<file path="src/rtl/led_scan_driver_pkg.sv">
// Shared constants, state encoding and helpers for the LED column scan driver.
package led_scan_driver_pkg;

    localparam int         NUM_COLS = 8;
    localparam int         COL_W    = 3;
    localparam int         TIMER_W  = 20;
    localparam logic [7:0] COL_OFF  = 8'hFF;

    typedef enum logic {
        BLANK = 1'b0,
        DRIVE = 1'b1
    } scan_state_t;

    // Active-low one-hot column select for a given column index.
    function automatic logic [7:0] col_select(input logic [COL_W-1:0] idx);
        return ~(8'b1 << idx);
    endfunction

endpackage

</file>
<file path="src/rtl/led_scan_timer.sv">
// Dwell/blank interval counter: cleared by load, otherwise counts up every
// clock; done is high while the count sits on the terminal value.
module led_scan_timer
    import led_scan_driver_pkg::*;
#(
    parameter int WIDTH = TIMER_W
) (
    input  logic             clk,
    input  logic             reset_n,
    input  logic             load,
    input  logic [WIDTH-1:0] terminal,
    output logic             done
);

    logic [WIDTH-1:0] count;

    // Restart from zero on load or reset, otherwise advance by one.
    always_ff @(posedge clk) begin
        if (!reset_n || load) begin
            count <= '0;
        end else begin
            count <= count + WIDTH'(1);
        end
    end

    assign done = (count == terminal);

endmodule

</file>
<file path="src/rtl/led_scan_driver.sv">
// Column-multiplexed red/blue LED matrix driver with double-buffered frame
// memory. Buffer swaps are deferred to the column 7 -> 0 wrap so a frame is
// always drawn from a single buffer.
module led_scan_driver
    import led_scan_driver_pkg::*;
#(
    parameter int DWELL_CYCLES = 50000,
    parameter int BLANK_CYCLES = 16
) (
    input  logic             CLK,
    input  logic             RESET_N,
    input  logic             enable,
    input  logic             wr_en,
    input  logic [COL_W-1:0] wr_col,
    input  logic [7:0]       wr_red,
    input  logic [7:0]       wr_blue,
    input  logic             swap_req,
    output logic             swap_pending,
    output logic [7:0]       column,
    output logic [7:0]       red,
    output logic [7:0]       blue,
    output logic [COL_W-1:0] col_idx,
    output logic             frame_done
);

    // The blank interval only needs the low 8 bits of the shared 20-bit timer.
    localparam logic [TIMER_W-1:0] DWELL_TERM = TIMER_W'(DWELL_CYCLES - 1);
    localparam logic [TIMER_W-1:0] BLANK_TERM = TIMER_W'(BLANK_CYCLES - 1);

    scan_state_t        state;
    scan_state_t        next_state;
    logic [COL_W-1:0]   next_col;
    logic               wrap;
    logic               swap_now;
    logic               front_sel;
    logic               wr_bank;
    logic               timer_load;
    logic               timer_done;
    logic [TIMER_W-1:0] timer_term;
    logic [7:0]         column_d;
    logic [7:0]         red_d;
    logic [7:0]         blue_d;

    logic [7:0] red_buf  [2][NUM_COLS];
    logic [7:0] blue_buf [2][NUM_COLS];

    assign timer_term = (state == BLANK) ? BLANK_TERM : DWELL_TERM;
    assign timer_load = !enable || timer_done;

    led_scan_timer #(
        .WIDTH (TIMER_W)
    ) u_timer (
        .clk      (CLK),
        .reset_n  (RESET_N),
        .load     (timer_load),
        .terminal (timer_term),
        .done     (timer_done)
    );

    // A swap request seen on the wrap cycle itself joins the wrap's swap.
    assign swap_now = wrap && (swap_pending || swap_req);
    // Writes on the swap cycle go to the buffer that becomes back afterwards.
    assign wr_bank  = swap_now ? front_sel : ~front_sel;

    // Next state and scan position: blank/drive alternation, column advance.
    always_comb begin
        next_state = state;
        next_col   = col_idx;
        wrap       = 1'b0;
        if (!enable) begin
            next_state = BLANK;
        end else if (timer_done) begin
            if (state == BLANK) begin
                next_state = DRIVE;
            end else begin
                next_state = BLANK;
                next_col   = col_idx + COL_W'(1);
                wrap       = (col_idx == COL_W'(NUM_COLS - 1));
            end
        end
    end

    // Output values for the coming cycle, derived from the next state.
    always_comb begin
        column_d = COL_OFF;
        red_d    = '0;
        blue_d   = '0;
        if (next_state == DRIVE) begin
            column_d = col_select(next_col);
            red_d    = red_buf[front_sel][next_col];
            blue_d   = blue_buf[front_sel][next_col];
        end
    end

    // State register plus registered outputs and buffer selection.
    always_ff @(posedge CLK) begin
        if (!RESET_N) begin
            state        <= BLANK;
            col_idx      <= '0;
            swap_pending <= 1'b0;
            frame_done   <= 1'b0;
            front_sel    <= 1'b0;
            column       <= COL_OFF;
            red          <= '0;
            blue         <= '0;
        end else begin
            state        <= next_state;
            col_idx      <= next_col;
            frame_done   <= wrap;
            swap_pending <= wrap ? 1'b0 : (swap_pending || swap_req);
            if (swap_now) begin
                front_sel <= ~front_sel;
            end
            column       <= column_d;
            red          <= red_d;
            blue         <= blue_d;
        end
    end

    // Frame memory: cleared on reset, host writes always target the back buffer.
    always_ff @(posedge CLK) begin
        if (!RESET_N) begin
            for (int b = 0; b < 2; b++) begin
                for (int c = 0; c < NUM_COLS; c++) begin
                    red_buf[b][c]  <= '0;
                    blue_buf[b][c] <= '0;
                end
            end
        end else if (wr_en) begin
            red_buf[wr_bank][wr_col]  <= wr_red;
            blue_buf[wr_bank][wr_col] <= wr_blue;
        end
    end

endmodule

</file>
<file path="config.mk">
export PLATFORM = sky130hd
export DESIGN_NAME = led_scan_driver
export DESIGN_NICKNAME = d
export VERILOG_FILES = /design/src/rtl/led_scan_driver_pkg.sv /design/src/rtl/led_scan_timer.sv /design/src/rtl/led_scan_driver.sv
export SDC_FILE = /design/constraint.sdc
export NUM_CORES = 1
export LEC_CHECK = 0
export CORE_ASPECT_RATIO = 0.5
export CORE_MARGIN = 1.5
export CORE_UTILIZATION = 45
export DETAILED_ROUTE_END_ITERATION = 7
export PLACE_DENSITY_LB_ADDON = 0.12
export SYNTH_ARGS = -nofsm -noshare
export SYNTH_HDL_FRONTEND = slang
export SYNTH_SLANG_ARGS = --single-unit
export TNS_END_PERCENT = 50
</file>
<file path="constraint.sdc">
create_clock -name CLK -period 5.64 [get_ports CLK]
set_input_delay 1.128 -clock CLK [delete_from_list [all_inputs] [get_ports CLK]]
set_output_delay 1.128 -clock CLK [all_outputs]
set_load 0.02 [all_outputs]
</file>
# Word-level counts from Yosys, hierarchy flattened

Memory sizes are Yosys's and may differ from the RTL's. A register that Yosys moved wholly into a read port is not among the register bits.
Index checks and enable logic that the tools add are counted.
Widths: inputs -> output; s select.

Output and inout port bits: 29
Bits in registers: 51
Bits in writable memories: 256
Memories: 2
Logic and storage cells: 68
Input port bits: 24

Reduce and logical (&&, ||, !) cells: 11
Equality and inequality tests: 2
Add/sub/neg operators: 2
Shift-type cells: 1
Bitwise gates (word level): 5
Mux-type cells: 33
$lt $le $gt $ge: 3

Memory list:

| memory   | words | bits a word | read ports | clocked after Yosys merged registers in | write ports | line                  | RTL |
|---|---|---|---|---|---|---|---|
| blue_buf | 2     | 64          | 1          | 1                                       | 2           | led_scan_driver.sv:45 | `logic [7:0] blue_buf [2][NUM_COLS];` |
| red_buf  | 2     | 64          | 1          | 1                                       | 2           | led_scan_driver.sv:44 | `logic [7:0] red_buf [2][NUM_COLS];` |

Operators with widths:

| kind                  | count |
|---|---|
| $mux 64               | 5 |
| $reduce_or 64->1      | 2 |
| $bmux 8 s3            | 2 |
| $mux 8                | 5 |
| $demux 8 s3           | 1 |
| $add 20x1->20 const B | 1 |
| $eq 20x16->1          | 1 |
| $mux 1                | 16 |
| $mux 16               | 1 |
| $mux 3                | 3 |
| $ge 4x4->1 const B    | 2 |
| $not 3->4             | 2 |
| $not 8->8             | 1 |
| $shl 1x3->8 const A   | 1 |
| $lt 4x1->1 const B    | 1 |
| $add 3x1->3 const B   | 1 |
| $eq 3x3->1 const B    | 1 |
| $logic_or 1x1->1      | 3 |
| $logic_and 1x1->1     | 2 |
| $logic_not 1->1       | 2 |
| $not 1->1             | 2 |
| $reduce_and 2->1      | 1 |
| $reduce_or 2->1       | 1 |

# Logic depth before layout (Yosys ltp)

Depth in word-level cells: 8
Depth in mapped cells: 9
Depth with buffers taken out: 6

# By module

Synthesis repeated with hierarchy kept, for this count alone.

Cells, all modules: 961
Area, all modules: 12690.9 µm²

By module, submodules not included:

| module          | times used | seq. area each (µm²) | cells each | area each (µm²) |
|---|---|---|---|---|
| led_scan_driver | 1          | 8328.0               | 836        | 11614.9 |
| led_scan_timer  | 1          | 400.4                | 125        | 1076.0 |

# Worst setup path after synthesis

OpenSTA, ideal clock, no wires.

Path type: input -> register
From: input enable
To: memory blue_buf[1][24] (netlist bit) (enable)
Arrival: 3.689 ns
Library setup time: 0.435 ns
Data required time: 5.205 ns
Stages on the path: 5
Slack: 1.515 ns
Path buffers: 1
Path through: nand3_1 > nor4_2 > buf_4 > xnor2_2 > o41ai_1

RTL lines:

| item               | line                  | RTL |
|---|---|---|
| start: declaration | led_scan_driver.sv:12 | `input logic enable,` |
| end: declaration   | led_scan_driver.sv:45 |  |

==> flow_summary_export.csv <==
group,metric,value,unit
detailed_routing,vias,7416,
setup_path,start_kind,"primary input",
global_route,grt_pass1_wl,48100,µm
logic_synthesis,synth_common_cells,"edfxtp_1 (256), nor2_1 (194), mux4_2 (64)",
logic_synthesis,synth_cell_types,38,
setup_path,r2r_cells,7,
floorplan,core,0.0277,mm²
clock_network,cts_tree,"built",
clock_network,cts_setup_buffers,0,
floorplan,io_pins,53,
setup_path,r2r-start,"u_timer.count[12]",
sta,worstMarginPinSlew,1.07,ns
logic_synthesis,ys_ff_latch,308,
logic_synthesis,yosysTopAreaCell,"edfxtp_1",
pwr,seqPwrFrac,54.2,%
global_route,grt_pass1_vias,7515,
min_path,whs_endpoint,"u_timer.count[0]",
detailed_routing,drt_iter0_markers,552,
detailed_routing,remaining_drc_errors,0,
finish,syn2layout_area_growth,16.7,%
global_route,grt_max_degree,69,
setup_path,ff2ff_setup_slack,1.91,ns
global_route,grt_most_used_layer,"met2",
sta,tns,0,ns
sta,final.setup.worst_slack,1.89,ns
setup_path,cp_max_fo,12,
finish,fill_cells,2292,
setup_path,critPathKind,"primary input to flop",
job,cap_violations,0,
global_route,antenna_found_initial,0,
clock_network,cts_root_buffer,"clkbuf_16",
global_route,groute.usage.overall,22.9,%
logic_synthesis,synth_edf_count,256,
logic_synthesis,syn-num-nets,876,
detailed_routing,wl_per_cell,24.2,µm
floorplan,fp-row-count,43,
floorplan,start_util,45.7,%
placement,io_buffer_count,52,
floorplan,die_y,122,µm
min_path,holdCritStartpoint,"u_timer.count[0]",
detailed_routing,drt_wl_total,31900,µm
pwr,p_leak,4.90,nW
logic_synthesis,synthTopCellsByArea,"edfxtp_1 (61%), mux4_2 (11%), dfxtp_1 (8.2%)",
detailed_routing,via_per_inst,5.63,
logic_synthesis,synth_cells,849,
floorplan,die_area,0.0292,mm²
global_route,grt_use_met3,4.67,%
pwr,power.density,321,mW/mm²
pwr,pwr-share-clk,42.0,%
detailed_routing,ant_nets,0,
setup_path,crit_arrival,4.01,ns
logic_synthesis,synth.most_common_cell,"edfxtp_1",
finish,final_core_util,53.4,%
sta,rsz0062_at_grt,"no",
sta,fin_crit,3.75,ns
sta,min_period_over_period,66.4,%
finish,fin_nets,940,
logic_synthesis,synth_top_area_share,60.7,%
sta,hold_violations,0,
logic_synthesis,ys_seq_area_share,68.9,%
logic_synthesis,synth_flop_cell,"edfxtp_1",
sta,slew_violations,0,
setup_path,endpoint_kind,"flop",
clock_network,cts.reportedPaths.clkPinSlew,0.07,ns
pwr,p_sw,0.000998,W
sta,setup_viol,0,
logic_synthesis,yosys_warnings,0,
logic_synthesis,synth_area,0.0127,mm²
clock_network,cts_hold_buf,0,
placement,place.gp.congestion,0.822,
global_route,grtUsageMet1,32.8,%
pwr,pwr-share-comb,3.7,%
sta,fin_worst_skew,0.0163,ns
min_path,min_path_type,"flop to flop",
setup_path,crit_start,"enable",
clock_network,htreeDepth,1,
setup_path,r2r-end,"red_buf[1][55]",
finish,drive_gt1_share,17.4,%
logic_synthesis,syn_avg_cell_area,14.9,µm²
placement,pre_cts_ws,1.39,ns
clock_network,clock_path_buffers,3,
sta,timing.fmax,267,MHz
finish,antennaDiodeCount,0,
pwr,p_int,0.00376,W
sta,hold_slack,0.476,ns
placement,dp_hpwl,20400,µm
min_path,hold_depth,1,
clock_network,clk_latency,0.56,ns
setup_path,required,5.91,ns
clock_network,post_cts_resized,0,
pwr,peakVddDrop,0.214,mV
run_status,run_status,"completed",
clock_network,clkSinkCount,308,
clock_network,cts_buffers,28,
global_route,grtUsageMet2,36.5,%
pwr,power.share.switching,21.0,%
detailed_routing,first_pass_iters,5,
sta,relSlewSlack,28.5,%
global_route,overflow,0,
logic_synthesis,async_flop_share,0,%
floorplan,die_x,240,µm
-- area by class of cell --
| cell class | instances | area (µm²) | area share [%] |
|---|---|---|---|
| clock inverter | 12 | 146 | 0.990 |
| tap | 382 | 478 | 3.23 |
| clock buffer | 40 | 818 | 5.53 |
| multi-input combinational | 473 | 3800 | 25.7 |
| inverter | 24 | 90.1 | 0.609 |
| sequential | 308 | 8730 | 59.1 |
| timing repair buffer | 78 | 728 | 4.92 |
-- per-stage QoR --
| step | cell area (µm²) | std cells | total power [W] |
|---|---|---|---|
| detailed placement | 13800 | 1265 | 0.00281 |
| CTS | 14800 | 1317 | 0.00478 |
| floorplan | 12700 | 849 | 0.00270 |
| global route | 14800 | 1317 | 0.00489 |
| global placement | 13800 | 1265 | 0.00280 |
| finish | 14800 | 1317 | 0.00475 |
-- power groups by stage --
| stage | registers, W | clock network [W] | logic [W] |
|---|---|---|---|
| after floorplan | 0.00261 | 0 | 0.0000898 |
| final | 0.00258 | 0.00200 | 0.000178 |
| after global placement | 0.00263 | 0 | 0.000176 |
| after detailed placement | 0.00263 | 0 | 0.000179 |
| after CTS | 0.00258 | 0.00202 | 0.000180 |
| after global routing | 0.00258 | 0.00212 | 0.000190 |
-- cells by family (layout without fill, tap and decap cells) --
family | Yosys count | in the layout | synth area share (%)
flops | 308 | 308 | 68.9
simple gates | 307 | 307 | 10.1
mux | 110 | 110 | 15.0
buf+inv | 68 | 154 | 2.17
compound gates | 34 | 34 | 2.12
xor+xnor | 19 | 19 | 1.37
fa+ha+maj | 3 | 3 | 0.296
-- worst max-delay path: stages --
cell             delay (ns)
clkdlybuf4s50_1        0.53
nand3_1                0.25
nor4_4                 0.42
buf_4                  0.32
xnor2_2                0.26
o41ai_2                0.83
buf_12                 0.25
-- state kept, by name, summed over array words and instances, names as in the netlist, 3 cells and up, named ones only --
| signal | flops |
|---|---|
| red_buf | 128 |
| col_idx | 3 |
| red | 8 |
| blue_buf | 128 |
| blue | 8 |
| column | 8 |
| u_timer.count | 20 |
-- cells in the final DEF (no fill, tap or decap), drive strengths merged, types with 4 or more instances in the layout --
master           n
buf             26
inv             24
nand3           14
nand2           50
edfxtp         256
mux2i           43
dfxtp           52
nor3            16
o31ai            4
mux4            64
clkdlybuf4s50   52
xor2             7
nor2b            4
xnor2           12
clkbuf          40
nor4            10
and2             4
clkinv           9
o22a            16
o41ai            4
nor2           194
nand4            5
-- per-layer routing --
layer	vias up	routed length, µm
li1	3286	-
met1	3826	14400
met2	262	14700
met3	42	2190
met4	0	646
met5	-	0
-- worst max-delay path by stage --
stage / endpoint / cells after the start
global placement: blue_buf[0][44] / 7
finish: red_buf[1][55] / 7
detailed placement: blue_buf[0][44] / 7
floorplan: blue_buf[1][24] / 5
global route: red_buf[1][54] / 7
CTS: blue_buf[1][45] / 7
No activity file was read; power rests on OpenSTA's default activity.
